==> src/rtl/config_loader.sv <==
// config_loader: turns an (address, data) word stream into timed writes on the tile config bus.
// Define CONFIG_LOADER_CHECKSUM_EN to verify the terminator data word against an XOR checksum.

module config_loader #(
  parameter int unsigned HOLD_CYCLES = 1,
  parameter int unsigned GAP_CYCLES  = 1,
  parameter logic [31:0] IDLE_ADDR   = 32'h0000_0000,
  parameter logic [31:0] END_ADDR    = 32'hFFFF_FFFF
) (
  input  logic        clk,
  input  logic        reset,
  input  logic        start,
  input  logic        in_valid,
  input  logic [31:0] in_data,
  output logic        in_ready,
  output logic [31:0] config_addr,
  output logic [31:0] config_data,
  output logic        busy,
  output logic        done,
  output logic        error,
  output logic [15:0] write_count
);

  localparam int unsigned WORD_W = 32;
  localparam int unsigned CNT_W  = 16;
  localparam int unsigned TMR_W  = $clog2(HOLD_CYCLES + GAP_CYCLES + 1);

  typedef enum logic [2:0] {
    S_IDLE, S_ADDR, S_DATA, S_WRITE, S_GAP, S_DONE
  } state_t;

  state_t            state, state_nxt;
  logic [WORD_W-1:0] addr_reg, addr_nxt;
  logic [WORD_W-1:0] data_reg, data_nxt;
  logic [TMR_W-1:0]  timer, timer_nxt;
  logic              ready_nxt, busy_nxt, done_nxt, error_nxt;
  logic [WORD_W-1:0] bus_addr_nxt, bus_data_nxt;
  logic [CNT_W-1:0]  count_nxt;
  logic              fire;
`ifdef CONFIG_LOADER_CHECKSUM_EN
  logic [WORD_W-1:0] checksum, checksum_nxt;
`endif

  assign fire = in_valid && in_ready;

  // Next state plus next value of every registered output
  always_comb begin
    state_nxt = state;
    addr_nxt  = addr_reg;
    data_nxt  = data_reg;
    timer_nxt = timer;
    busy_nxt  = busy;
    done_nxt  = done;
    error_nxt = error;
    count_nxt = write_count;
`ifdef CONFIG_LOADER_CHECKSUM_EN
    checksum_nxt = checksum;
`endif
    case (state)
      S_IDLE, S_DONE: begin
        if (start) begin
          state_nxt = S_ADDR;
          busy_nxt  = 1'b1;
          done_nxt  = 1'b0;
          error_nxt = 1'b0;
          count_nxt = '0;
`ifdef CONFIG_LOADER_CHECKSUM_EN
          checksum_nxt = '0;
`endif
        end
      end
      S_ADDR: begin
        if (fire) begin
          addr_nxt  = in_data;
          state_nxt = S_DATA;
        end
      end
      S_DATA: begin
        if (fire) begin
          if (addr_reg == END_ADDR) begin
            state_nxt = S_DONE;
            busy_nxt  = 1'b0;
            done_nxt  = 1'b1;
`ifdef CONFIG_LOADER_CHECKSUM_EN
            error_nxt = (in_data != checksum);
`endif
          end else begin
            data_nxt  = in_data;
            timer_nxt = TMR_W'(HOLD_CYCLES - 1);
            state_nxt = S_WRITE;
            if (write_count != '1) count_nxt = write_count + CNT_W'(1);
`ifdef CONFIG_LOADER_CHECKSUM_EN
            checksum_nxt = checksum ^ addr_reg ^ in_data;
`endif
          end
        end
      end
      S_WRITE: begin
        if (timer == '0) begin
          if (GAP_CYCLES > 0) begin
            state_nxt = S_GAP;
            timer_nxt = TMR_W'(GAP_CYCLES - 1);
          end else begin
            state_nxt = S_ADDR;
          end
        end else begin
          timer_nxt = timer - TMR_W'(1);
        end
      end
      S_GAP: begin
        if (timer == '0) state_nxt = S_ADDR;
        else             timer_nxt = timer - TMR_W'(1);
      end
      default: state_nxt = S_IDLE;
    endcase

    // Bus carries a write only while in WRITE so tiles never see a stale target
    ready_nxt    = (state_nxt == S_ADDR) || (state_nxt == S_DATA);
    bus_addr_nxt = (state_nxt == S_WRITE) ? addr_nxt : IDLE_ADDR;
    bus_data_nxt = (state_nxt == S_WRITE) ? data_nxt : '0;
  end

  always_ff @(posedge clk) begin
    if (!reset) begin
      state       <= S_IDLE;
      addr_reg    <= '0;
      data_reg    <= '0;
      timer       <= '0;
      in_ready    <= 1'b0;
      config_addr <= IDLE_ADDR;
      config_data <= '0;
      busy        <= 1'b0;
      done        <= 1'b0;
      error       <= 1'b0;
      write_count <= '0;
`ifdef CONFIG_LOADER_CHECKSUM_EN
      checksum    <= '0;
`endif
    end else begin
      state       <= state_nxt;
      addr_reg    <= addr_nxt;
      data_reg    <= data_nxt;
      timer       <= timer_nxt;
      in_ready    <= ready_nxt;
      config_addr <= bus_addr_nxt;
      config_data <= bus_data_nxt;
      busy        <= busy_nxt;
      done        <= done_nxt;
      error       <= error_nxt;
      write_count <= count_nxt;
`ifdef CONFIG_LOADER_CHECKSUM_EN
      checksum    <= checksum_nxt;
`endif
    end
  end

endmodule

==> config.mk <==
export PLATFORM = sky130hd
export DESIGN_NAME = config_loader
export DESIGN_NICKNAME = d
export VERILOG_FILES = /design/src/rtl/config_loader.sv
export SDC_FILE = /design/constraint.sdc
export NUM_CORES = 1
export LEC_CHECK = 0
export CAP_MARGIN = 40
export CORE_MARGIN = 5
export CORE_UTILIZATION = 29
export CTS_CLUSTER_SIZE = 24
export DETAILED_ROUTE_END_ITERATION = 7
export DONT_BUFFER_PORTS = 1
export PLACE_DENSITY = 0.5
export REMOVE_ABC_BUFFERS = 1
export SLEW_MARGIN = 0
export SYNTH_ARGS = -nofsm -noshare
export SYNTH_HDL_FRONTEND = slang
export SYNTH_SLANG_ARGS = --single-unit
==> constraint.sdc <==
create_clock -name clk -period 5.5 [get_ports clk]
set_input_delay 0.825 -clock clk [delete_from_list [all_inputs] [get_ports clk]]
set_output_delay 0.825 -clock clk [all_outputs]
set_load 0.01 [all_outputs]
==> qor.yml <==
status:
  status: "finished, final reports clean"
sta:
  timing.final.crit_share_pct: 49.8
  relSlewSlack_pct: 44.2
  maxClockFrequency_ghz: 0.365
  rsz0062_at_grt: "false"
  worst_pin_slew_ps: 831
  timing.setup.tns_ps: 0
  skew_ps: 8.37
  hold_ws_ps: 488
  drv_slew: 0
  hold_viol_final: 0
  setup_viol: 0
  min_period_ps: 2740
synthesis:
  yosys.area_share.adder_pct: 0.941
  yosys-top-cells-area: "dfxtp_1, mux2i_1, nor2_1"
  synth_cells: 524
  synth_top_area_share_pct: 57.2
  yosysTopAreaCell: "dfxtp_1"
  yosys-mux-area-fraction_pct: 12.6
  synth.distinct_cells: 50
  synth.avg_cell_area_sq_um: 10.2
  synth_edf_count: 0
  synth_top_family_by_area: "simple AND/OR/NAND/NOR gates"
  ys_top_cells_by_count: "dfxtp_1, nor2_1, mux2i_1"
  yosys.area_share.simple_pct: 18.4
  synth_top_flop_cell: "dfxtp_1"
  synth_xor_area_share_pct: 0.329
  yosysMostFrequentCell: "dfxtp_1"
  synth_area_sq_um: 5320
  synth_warnings: 0
  synth_compound_area_share_pct: 7.08
  ys_seq_area_share_pct: 57.2
  ys_ff_latch: 152
  async_reset_ff_share_pct: 0
global_routing:
  grt_overflow: 0
  grt_use_total_pct: 12.1
  grt_antenna_before_repair: 0
  grt_pass1_wl_mm: 20.6
  grt_start_max_net_pins: 70
  grt_pass1_vias: 3760
power_and_ir_drop:
  leakage_uw: 0.00230
  finalPower_uw: 2400
  ir_drop_mv: 0.207
  power_density_nw_per_um2: 392
drt:
  drtIter0Drc: 127
  wl_per_cell_microns: 16.8
  vias: 3661
  first_pass_iters: 4
  ant_nets: 0
  drt_wl_total_mm: 12.7
  drc: 0
  routed_via_density: 4.82
final_layout:
  drive_gt1_share_pct: 9.60
  nets: 558
  fill_cells: 1860
  n_antenna_cell: 0
  fin_area_sq_um: 6120
  areaGrowthSynthToFinish_pct: 15.1
  final_cells: 760
clocking:
  clock_latency_ps: 420
  cts_made_buffers: 17
  post_cts_buffers: 0
  h-tree-depth: 4
  clk_pin_slew_worst_paths_ps: 60
  clockBufferDepth: 2
  clkSinkCount: 152
  cts_root_buf: "clkbuf_16"
  tritoncts: "done"
  holdBufCountCts: 0
  cts-resized-gates: 0
die:
  core_sq_um: 18000
  dieArea_sq_um: 21200
  io_pins: 120
  rows: 49
  dieHeight_microns: 145
  start_util_pct: 29.5
  die_w_microns: 145
worst_setup_path:
  startpoint_type: "flop"
  crit_arrival_ps: 3030
  crit_fanout: 42
  worstPathRequired_ps: 5790
  critPathKind: "reg2reg"
  crit_path_end_kind: "flop"
min_path:
  hold_class: "reg2reg"
place:
  place.gp.congestion: 0.788
  dpl.cell_count: 728
  io_buffers: 0
  hpwl_mm: 8.67
  dpl-instance-area_sq_um: 5510
job:
  maxCapViolCount: 0
## critical path, stage by stage, from the launching register on
cell and delay (ps):
dfxtp_1 340, nand4_1 170, nor4_2 760, a21oi_4 140, o21ai_4 570, buf_4 510, nor2_1 100
## cell type report
class / instances / area (sq um) / area share (%)
Multi-Input combinational cell: 336 / 2120 / 34.6
Timing Repair Buffer: 6 / 45.0 / 0.736
Inverter: 5 / 18.8 / 0.307
Clock buffer: 17 / 425 / 6.95
Sequential cell: 152 / 3040 / 49.7
Tap cell: 229 / 287 / 4.68
Clock inverter: 15 / 184 / 3.00
## layer usage
layer	GRT usage (%)	vias to the layer above	part of all wire, %
met5	0	-	0
met2	19.0	109	47
li1	-	1789	-
met3	7.44	15	11
met4	3.82	0	1.2
met1	13.7	1748	41
## logic make-up (layout without fill, tap and decap cells)
group | Yosys count | after routing
AO/OA/AOI/OAI | 54 | 54
XOR/XNOR | 2 | 2
adder cells (fa/ha/maj) | 4 | 4
buffers and inverters | 36 | 43
flip-flops | 152 | 152
multiplexers | 67 | 67
other | 1 | 1
AND/OR/NAND/NOR | 208 | 208
## stage by stage
step	worst slack [ps]	util, %
4_1_cts	2660	34.0
2_1_floorplan	583	-
6_report	2760	34.0
3_3_place_gp	2680	30.5
5_1_grt	2520	34.0
3_5_place_dp	2650	30.6
## worst paths after layout
| check | from | end | depth (start not counted) | slack (ps) |
|---|---|---|---|---|
| min reg2reg | data_reg[19] | config_data[19] | 2 | 490 |
| min | data_reg[19] | config_data[19] | 2 | 490 |
| max reg2reg | addr_reg[15] | config_addr[19] | 6 | 2760 |
| max | addr_reg[15] | config_addr[19] | 6 | 2760 |
## placed cells by master (no fill, tap or decap), drive strengths merged, types with 10 or more instances in the layout
cell	netlist	final
o31ai	13	13
dfxtp	152	152
nand3	12	12
nand4	10	10
mux2i	67	67
nor2	134	134
clkbuf	10	17
nand2	12	12
inv	5	14
or4	12	12
a21oi	21	21
## power breakdown
part | total, uW | switching, uW | leakage (uW) | internal (uW)
clock network | 1200 | 506 | 0.000303 | 691
registers | 1120 | 13.4 | 0.00123 | 1110
logic | 79.9 | 50.7 | 0.000769 | 29.2
Note: power is estimated with default switching activity, not from simulation.
